### config.mk
export PLATFORM = sky130hd
export DESIGN_NAME = ame_num_divide_flat
export DESIGN_NICKNAME = d
export VERILOG_FILES = /design/src/rtl/ame_num_divide_pkg.sv /design/src/rtl/ame_num_divide_if.sv /design/src/rtl/ame_num_divide_step.sv /design/src/rtl/ame_num_divide.sv /design/src/flat_wrapper.sv
export SDC_FILE = /design/constraint.sdc
export NUM_CORES = 1
export LEC_CHECK = 0
export CAP_MARGIN = 20
export CORE_MARGIN = 2
export CORE_UTILIZATION = 35
export DETAILED_ROUTE_END_ITERATION = 10
export SYNTH_ARGS = -nofsm -noshare
export SYNTH_HDL_FRONTEND = slang
export SYNTH_SLANG_ARGS = --single-unit
### constraint.sdc
create_clock -name clk_i -period 4.4 [get_ports clk_i]
set_clock_uncertainty 0.05 [all_clocks]
set_input_delay 0.88 -clock clk_i [delete_from_list [all_inputs] [get_ports clk_i]]
set_output_delay 0.88 -clock clk_i [all_outputs]
set_load 0.02 [all_outputs]
### src/rtl/ame_num_divide_pkg.sv
// Shared definitions for the AME parameter solver divider: operand indices,
// FSM state encoding and the bit-counter width helper.
package ame_pkg;

   localparam int unsigned DIV_NUM = 0;
   localparam int unsigned DIV_DEN = 1;

   typedef enum logic [1:0] {
      IDLE,
      CALC,
      FIX
   } ame_div_state_t;

   function automatic int unsigned div_cnt_bits(input int unsigned data_bits);
      return $clog2(data_bits + 1);
   endfunction

endpackage

### src/rtl/ame_num_divide_if.sv
// Init/done handshake and operand/result bundle of the AME divider.
interface ame_num_divide_if #(
   parameter int unsigned COMP_DATA_BITS = 64
);
   logic                           div_init_i;
   logic [1:0][COMP_DATA_BITS-1:0] div_data_i;
   logic                           div_busy_o;
   logic                           div_done_o;
   logic [COMP_DATA_BITS-1:0]      div_quot_o;
   logic [COMP_DATA_BITS-1:0]      div_rem_o;
   logic                           div_dz_o;
   logic                           div_ovf_o;

   modport master (
      output div_init_i, div_data_i,
      input  div_busy_o, div_done_o, div_quot_o, div_rem_o, div_dz_o, div_ovf_o
   );

   modport slave (
      input  div_init_i, div_data_i,
      output div_busy_o, div_done_o, div_quot_o, div_rem_o, div_dz_o, div_ovf_o
   );
endinterface

### src/rtl/ame_num_divide_step.sv
// One restoring-division iteration: shift {rem, dividend} left and trial-subtract
// the divisor magnitude. The quotient bit enters the dividend LSB.
module ame_num_divide_step #(
   parameter int unsigned W = 64
) (
   input  logic [W-1:0] rem_i,
   input  logic [W-1:0] dvd_i,
   input  logic [W:0]   den_i,
   output logic [W-1:0] rem_o,
   output logic [W-1:0] dvd_o
);
   logic [W:0] shifted;
   logic [W:0] diff;

   // rem < |DEN| <= 2^(W-1) keeps shifted below 2^W, so diff[W] is a true sign bit.
   always_comb begin
      shifted = {rem_i, dvd_i[W-1]};
      diff    = shifted - den_i;
      rem_o   = diff[W] ? shifted[W-1:0] : diff[W-1:0];
      dvd_o   = {dvd_i[W-2:0], ~diff[W]};
   end
endmodule

### src/rtl/ame_num_divide.sv
// Bit-serial signed restoring divider: NUM / DEN with truncation toward zero,
// constant latency, single-cycle done pulse and dz/ovf flags.
module ame_num_divide
   import ame_pkg::*;
#(
   parameter int unsigned COMP_DATA_BITS = 64
) (
   input  logic               clk_i,
   input  logic               rst_n_i,
   ame_num_divide_if.slave    div_if
);
   localparam int unsigned N  = COMP_DATA_BITS;
   localparam int unsigned CW = div_cnt_bits(COMP_DATA_BITS);

   ame_div_state_t state_q, state_d;
   logic [CW-1:0]  cnt_q, cnt_d;
   logic [N-1:0]   rem_q, rem_d;
   logic [N-1:0]   dvd_q, dvd_d;
   logic [N:0]     den_q, den_d;
   logic [N-1:0]   num_q, num_d;
   logic           qneg_q, qneg_d, rneg_q, rneg_d;
   logic           dz_q, dz_d, ovf_q, ovf_d;
   logic [N-1:0]   quot_o_q, quot_o_d, rem_o_q, rem_o_d;
   logic           dz_o_q, dz_o_d, ovf_o_q, ovf_o_d, done_q, done_d;

   logic [N-1:0]   num_s, num_mag, step_rem, step_dvd;
   logic [N-1:0]   den_s;
   logic [N:0]     den_mag;

   ame_num_divide_step #(.W(N)) u_step (
      .rem_i (rem_q),
      .dvd_i (dvd_q),
      .den_i (den_q),
      .rem_o (step_rem),
      .dvd_o (step_dvd)
   );

   // N-bit negation of MIN yields 2^(N-1) as an unsigned magnitude, which is exact.
   always_comb begin
      num_s   = div_if.div_data_i[DIV_NUM];
      den_s   = div_if.div_data_i[DIV_DEN];
      num_mag = num_s[N-1] ? -num_s : num_s;
      den_mag = den_s[N-1] ? -{1'b1, den_s} : {1'b0, den_s};
   end

   always_comb begin
      state_d  = state_q;
      cnt_d    = cnt_q;
      rem_d    = rem_q;
      dvd_d    = dvd_q;
      den_d    = den_q;
      num_d    = num_q;
      qneg_d   = qneg_q;
      rneg_d   = rneg_q;
      dz_d     = dz_q;
      ovf_d    = ovf_q;
      quot_o_d = '0;
      rem_o_d  = '0;
      dz_o_d   = 1'b0;
      ovf_o_d  = 1'b0;
      done_d   = 1'b0;

      case (state_q)
         IDLE: begin
            if (div_if.div_init_i) begin
               dvd_d   = num_mag;
               den_d   = den_mag;
               num_d   = num_s;
               qneg_d  = num_s[N-1] ^ den_s[N-1];
               rneg_d  = num_s[N-1];
               dz_d    = (den_s == '0);
               ovf_d   = (num_s == {1'b1, {(N-1){1'b0}}}) && (den_s == '1);
               rem_d   = '0;
               cnt_d   = '0;
               state_d = CALC;
            end
         end
         CALC: begin
            rem_d = step_rem;
            dvd_d = step_dvd;
            cnt_d = cnt_q + 1'b1;
            if (cnt_q == CW'(N - 1)) begin
               state_d = FIX;
            end
         end
         FIX: begin
            done_d  = 1'b1;
            dz_o_d  = dz_q;
            ovf_o_d = ovf_q;
            if (dz_q) begin
               rem_o_d = num_q;
            end else if (ovf_q) begin
               quot_o_d = {1'b0, {(N-1){1'b1}}};
            end else begin
               quot_o_d = qneg_q ? -dvd_q : dvd_q;
               rem_o_d  = rneg_q ? -rem_q : rem_q;
            end
            state_d = IDLE;
         end
         default: state_d = IDLE;
      endcase
   end

   always_ff @(posedge clk_i or negedge rst_n_i) begin
      if (!rst_n_i) begin
         state_q  <= IDLE;
         cnt_q    <= '0;
         rem_q    <= '0;
         dvd_q    <= '0;
         den_q    <= '0;
         num_q    <= '0;
         qneg_q   <= 1'b0;
         rneg_q   <= 1'b0;
         dz_q     <= 1'b0;
         ovf_q    <= 1'b0;
         quot_o_q <= '0;
         rem_o_q  <= '0;
         dz_o_q   <= 1'b0;
         ovf_o_q  <= 1'b0;
         done_q   <= 1'b0;
      end else begin
         state_q  <= state_d;
         cnt_q    <= cnt_d;
         rem_q    <= rem_d;
         dvd_q    <= dvd_d;
         den_q    <= den_d;
         num_q    <= num_d;
         qneg_q   <= qneg_d;
         rneg_q   <= rneg_d;
         dz_q     <= dz_d;
         ovf_q    <= ovf_d;
         quot_o_q <= quot_o_d;
         rem_o_q  <= rem_o_d;
         dz_o_q   <= dz_o_d;
         ovf_o_q  <= ovf_o_d;
         done_q   <= done_d;
      end
   end

   assign div_if.div_busy_o = (state_q != IDLE);
   assign div_if.div_done_o = done_q;
   assign div_if.div_quot_o = quot_o_q;
   assign div_if.div_rem_o  = rem_o_q;
   assign div_if.div_dz_o   = dz_o_q;
   assign div_if.div_ovf_o  = ovf_o_q;
endmodule

### src/flat_wrapper.sv
// flat-port wrapper written by rule: the top's interface ports become plain ports
module ame_num_divide_flat import ame_pkg::*;
#(
   parameter int unsigned COMP_DATA_BITS = 64
)
  (clk_i, rst_n_i, div_if_div_init_i, div_if_div_data_i, div_if_div_busy_o, div_if_div_done_o, div_if_div_quot_o, div_if_div_rem_o, div_if_div_dz_o, div_if_div_ovf_o);
  ame_num_divide_if #(.COMP_DATA_BITS(COMP_DATA_BITS)) div_if_i ();
  input  logic clk_i;
  input  logic rst_n_i;
  input wire logic [$bits(div_if_i.div_init_i)-1:0] div_if_div_init_i;
  input wire logic [$bits(div_if_i.div_data_i)-1:0] div_if_div_data_i;
  output wire logic [$bits(div_if_i.div_busy_o)-1:0] div_if_div_busy_o;
  output wire logic [$bits(div_if_i.div_done_o)-1:0] div_if_div_done_o;
  output wire logic [$bits(div_if_i.div_quot_o)-1:0] div_if_div_quot_o;
  output wire logic [$bits(div_if_i.div_rem_o)-1:0] div_if_div_rem_o;
  output wire logic [$bits(div_if_i.div_dz_o)-1:0] div_if_div_dz_o;
  output wire logic [$bits(div_if_i.div_ovf_o)-1:0] div_if_div_ovf_o;
  assign div_if_i.div_init_i = div_if_div_init_i;
  assign div_if_i.div_data_i = div_if_div_data_i;
  assign div_if_div_busy_o = div_if_i.div_busy_o;
  assign div_if_div_done_o = div_if_i.div_done_o;
  assign div_if_div_quot_o = div_if_i.div_quot_o;
  assign div_if_div_rem_o = div_if_i.div_rem_o;
  assign div_if_div_dz_o = div_if_i.div_dz_o;
  assign div_if_div_ovf_o = div_if_i.div_ovf_o;
  ame_num_divide #(.COMP_DATA_BITS(COMP_DATA_BITS)) u_core (.clk_i(clk_i), .rst_n_i(rst_n_i), .div_if(div_if_i));
endmodule
; ---- Word level (Yosys, flattened, before mapping)
; Cells that the tools add are included.
[word_totals]
reg_bits = 401
latchBits = 0
ram_bits = 0
mem_bits_ro = 0
input_bits = 131
mem_count = 0
[classes]
add_sub_neg = 6
multipliers = 0
n_div = 0
n_lt_le_gt_ge = 0
eq_ne = 7
n_shift = 0
mux = 23
bitwise = 2
reduce_logical = 8
[ops]
columns = operator, n
row1 = $mux W64, 12
row2 = $pmux W64 S2, 2
row3 = $neg A64 Y64, 3
row4 = $eq A64 B64 Y1 const B, 2
row5 = $mux W65, 1
row6 = $neg A65 Y65, 1
row7 = $sub A65 B65 Y65, 1
row8 = $logic_not A64 Y1, 1
row9 = $pmux W7 S2, 1
row10 = $add A7 B1 Y7 const B, 1
row11 = $eq A7 B6 Y1 const B, 1
row12 = $mux W7, 1
row13 = $reduce_and A2 Y1, 3
row14 = $mux W2, 2
row15 = $pmux W2 S2, 1
row16 = $reduce_bool A2 Y1, 2
row17 = $mux W1, 3
row18 = $eq A2 B1 Y1 const B, 1
row19 = $eq A2 B2 Y1 const B, 1
row20 = $logic_not A2 Y1, 1
row21 = $ne A2 B1 Y1 const B, 1
row22 = $ne A2 B2 Y1 const B, 1
row23 = $logic_and A1 B1 Y1, 1
row24 = $not A1 Y1, 1
row25 = $xor A1 B1 Y1, 1

; ---- Longest topological paths before layout
[depth]
depth_word = 5
ltp_mapped = 17
depth_no_buf = 14

; ---- Cells and area by module
; Synthesis repeated with hierarchy kept, for this count alone.
[unflattened]
hier_cells = 3051
area_unflattened_um2 = 26192.6
[modules_own_cells]
columns = mod, instances, cells_per_inst, area_per_inst_um2, seq_area_each_um2
row1 = ame_num_divide, 1, 2304, 20890.0, 10009.6
row2 = ame_num_divide_step, 1, 747, 5302.6, 0.0

; ---- Worst setup path after synthesis
; OpenSTA, ideal clock, no wires.
[synth_timing]
path_type = input -> register
from = input div_if_div_data_i[65]
to = register u_core.den_q[59]
setup_ns = 0.131
arrival_ns = 4.098
required_ns = 4.219
slack_ns = 0.121
cell_stages = 12
n_path_buf = 1
path_cell_list = or4_4 -> nor4_4 -> nand4_1 -> or4_1 -> buf_2 -> or3_4 -> or3_4 -> or3_4 -> nand2b_4 -> o31ai_2 -> xor2_1 -> o21ai_1
[synth_between]
elab_chain_len = 2
[synth_lines]
columns = item, line
row1 = "start, declared", flat_wrapper.sv:11  ; input wire logic [$bits(div_if_i.div_data_i)-1:0] div_if_div_data_i;
row2 = $neg A65 Y65, ame_num_divide.sv:43  ; den_mag = den_s[N-1] ? -{1'b1, den_s} : {1'b0, den_s};
row3 = $mux W65, ame_num_divide.sv:43
row4 = "end signal, assigned", ame_num_divide.sv:126  ; den_q <= den_d;
row5 = "end, declared", ame_num_divide.sv:19  ; logic [N:0] den_q, den_d;
; No other way between the ends.
; A chain may end at the register's enable or synchronous reset.

; ---- Final worst setup path
[layout_timing]
from = input div_if_div_data_i[74]
to = register u_core.den_q[57]
; Same word-level chain as after synthesis.

==> summary.txt <==
Synthesis
  • Yosys cell types: 75
  • Syn nets: 3001
  • Synthesized area: 24460 um2
  • Ys Warns: 0
  • Synth Instances: 2799
  • Flops & latches, synth: 400
  • Syn Area/Cell: 8.737 um2
  • Async set-reset flop share out of synthesis: 1.000
  • Main synth FF type: dfrtp_1
  • Part of the Yosys area used for sequential elements: 0.4093
  • Number of synthesized flops with an enable pin: 0

Die
  • Die span in y: 268.3 um
  • Starting Density: 0.3553
  • Die area: between 70000 and 80000 um2
  • Core ar.: 68830 um2
  • Die width: 268.3 um
  • Top Ports: 263
  • Rows: 96

CTS
  • CTS Sinks: 400
  • H-tree levels: 2
  • Clk buf depth: 3
  • Post-CTS Setup Bufs: 0
  • Post-CTS Resized: 0
  • Clk slew on worst S/H paths: 0.06 ns
  • Hold-fix buffers, CTS: 0
  • Worst-Skew Late Latency: 0.59 ns
  • CTS tree: yes
  • Root buf cell: clkbuf_16
  • CTS Buf Count: 45

Power
  • Maximum vdd drop: 0.0002210 V
  • Tot Pwr: 8.306 mW
  • Power Density: 270.4 nW/um2
  • P_leak: 12.98 nW

Timing
  • RSZ-0062 raised after global routing: no
  • Hold Vio Cnt, Final: 0
  • Setup TNS: 0 ns
  • Count of final setup violators: 0
  • Max transition margin: 0.3456
  • Hold slack: ~0.24 ns
  • Max-slew violation count: 0
  • Worst-Margin Slew: 0.9817 ns
  • Crit path time final: 4.287 ns
  • Final WS setup: 0.1130 ns
  • Final period utilization: 0.9743
  • FMAX: 0.2333 GHz

Placement
  • Placed insts: 4000
  • Hpwl dp: 57280 um
  • Placement Cell Area: ~29000 um2
  • IO buf count: 262
  • Placement Setup Slack: -0.6022 ns
  • Routability congestion estimate: 0.8913

Detailed routing
  • WL final: 74990 um
  • Via count: 21050
  • Via density: 5.157
  • Drt wl/cell: 18.37 um
  • Detailed Routing Iterations Pass 1: 5
  • DRC violations left: 0
  • First DRT Iteration DRCs: 1312
  • ANT nets after route: 0

Flow run
  • Max-cap violation count: 0

Worst hold path
  • Worst min path class: input pin to async pin

Cells and area
  • Final Instance Area: around 30000 um2
  • Final Non-Filler Cells: 4082
  • Layout area overhead: 25.60%
  • Fill count: 6754
  • Share of cells above drive strength 1: 0.09746
  • Finished Core Util: 0.4463
  • Final-stage net count: 3318

GRT
  • First-pass GRT wire length: between 100000 and 150000 um
  • Pin count of the biggest net entering global routing: 168
  • Remaining Overflow, GRT: 0
  • Number of global-route vias before repair: 20340
  • Tot GR Track Use: 0.2070
  • Initial antenna violation count: 2

Critical path
  • Crit path required time: 4.78 ns
  • WP data arrival: 4.67 ns
  • Worst r2r path cells: 11
  • Crit-path max FO: 5
  • Crit start category: input pin
  • CP Capture Type: flip-flop
  • Worst Path Class, Setup: input pin to flip-flop

Outcome
  • Status: finished, final reports clean
-- placed cells by master, fill, tap and decap left out, drive strengths merged, types with 15 or more instances in the layout --
master and count:
nor4 15, a21oi 154, nor3 36, o41ai 32, buf 176, nand2b 21
xor2 199, nor2 94, mux2i 28, o21ai 343, xnor2 105, nand2 474
a22oi 62, dfrtp 400, nand3 43, inv 98, clkbuf 52, a21o 46
or4 44, ha 70, or3 50, clkdlybuf4s50 254, nand4 41, o31ai 82
a22o 65
-- where the power goes --
| part | internal [mW] | switching (mW) | total, mW |
|---|---|---|---|
| Sequential | 3.68 | 0 | 3.68 |
| Combinational | 0.221 | 0.273 | 0.494 |
| Clock | 2.49 | 1.64 | 4.13 |
-- registers in the layout (all words and copies together) (netlist names) --
signal and count:
u_core.div_if.div_quot_o 64, u_core.num_q 63, u_core.ovf_q 1, u_core.div_if.div_ovf_o 1
u_core.dz_q 1, u_core.div_if.div_rem_o 64, u_core.den_q 65, u_core.div_if.div_done_o 1
u_core.cnt_q 7, u_core.qneg_q 1, u_core.rneg_q 1, u_core.dvd_q 64
u_core.rem_q 64, u_core.div_if.div_dz_o 1, u_core.state_q 2
-- kinds of logic after synthesis --
group | count (synthesis) | synth area share
mux | 29 | 0.01192
buf+inv | 262 | 0.04047
flops | 400 | 0.4093
simple gates | 870 | 0.1707
xor+xnor | 304 | 0.1089
compound gates | 863 | 0.2221
fa+ha+maj | 71 | 0.03663
-- area by class of cell --
type                       count  area (um2)  share of cell area
antenna                        1       2.502          0.00008147
clock buffer                  52        1194             0.03886
clock inverter                29       431.7             0.01405
inverter                      97       364.1             0.01185
multi-input combinational   2137       13540              0.4409
sequential                   400       10010              0.3259
tap                          931        1165             0.03792
timing repair buffer         435        4004              0.1303
-- layer usage --
layer  wire [um]  up-vias  global-route usage
li1            -    10600                   -
met1       36790     9906              0.3002
met2       33190      446              0.3240
met3        3102       97             0.02566
met4        1885        4             0.05811
met5          26        -                   0
-- worst max-delay path: stages --
cell and delay (ns):
clkdlybuf4s50_1 0.42, or4_4 0.56, nor4_4 0.14, buf_4 0.17, nand4_1 0.13, or4_4 0.51
or3_4 0.35, or3_4 0.38, or3_4 0.34, nand2b_4 0.19, o41ai_4 0.34, xor2_1 0.17
o21ai_1 0.08
-- synthesized netlist by cell type, drive strengths merged (36+ instances only) --
master  number  area share
ha          70       0.036
clkbuf     156       0.024
o31ai       82       0.026
nor3        36      0.0074
nand2      474       0.073
a21oi      154       0.032
xor2       199       0.071
a21o        46       0.014
nand3       43      0.0088
dfrtp      400        0.41
or4         44       0.014
nor2        94       0.014
or3         50       0.013
a22o        65       0.023
nand4       41       0.011
o21ai      343       0.070
xnor2      105       0.038
a22oi       62       0.019
inv         96       0.015
-- path summary, 6_finish.rpt --
check	from	endpoint	slack, ns
worst max-delay path	div_if_div_data_i[74]	u_core.den_q[57]	0.11
worst min-delay path	rst_n_i	u_core.rem_q[3]	0.24
worst max register to register	u_core.dvd_q[10]	u_core.div_if.div_quot_o[57]	0.27
worst min register to register	u_core.den_q[27]	u_core.den_q[27]	0.43
max in group asynchronous	rst_n_i	u_core.rem_q[59]	3.10
min in group clk_i	u_core.den_q[27]	u_core.den_q[27]	0.43
Note: power is estimated with default switching activity, not from simulation.
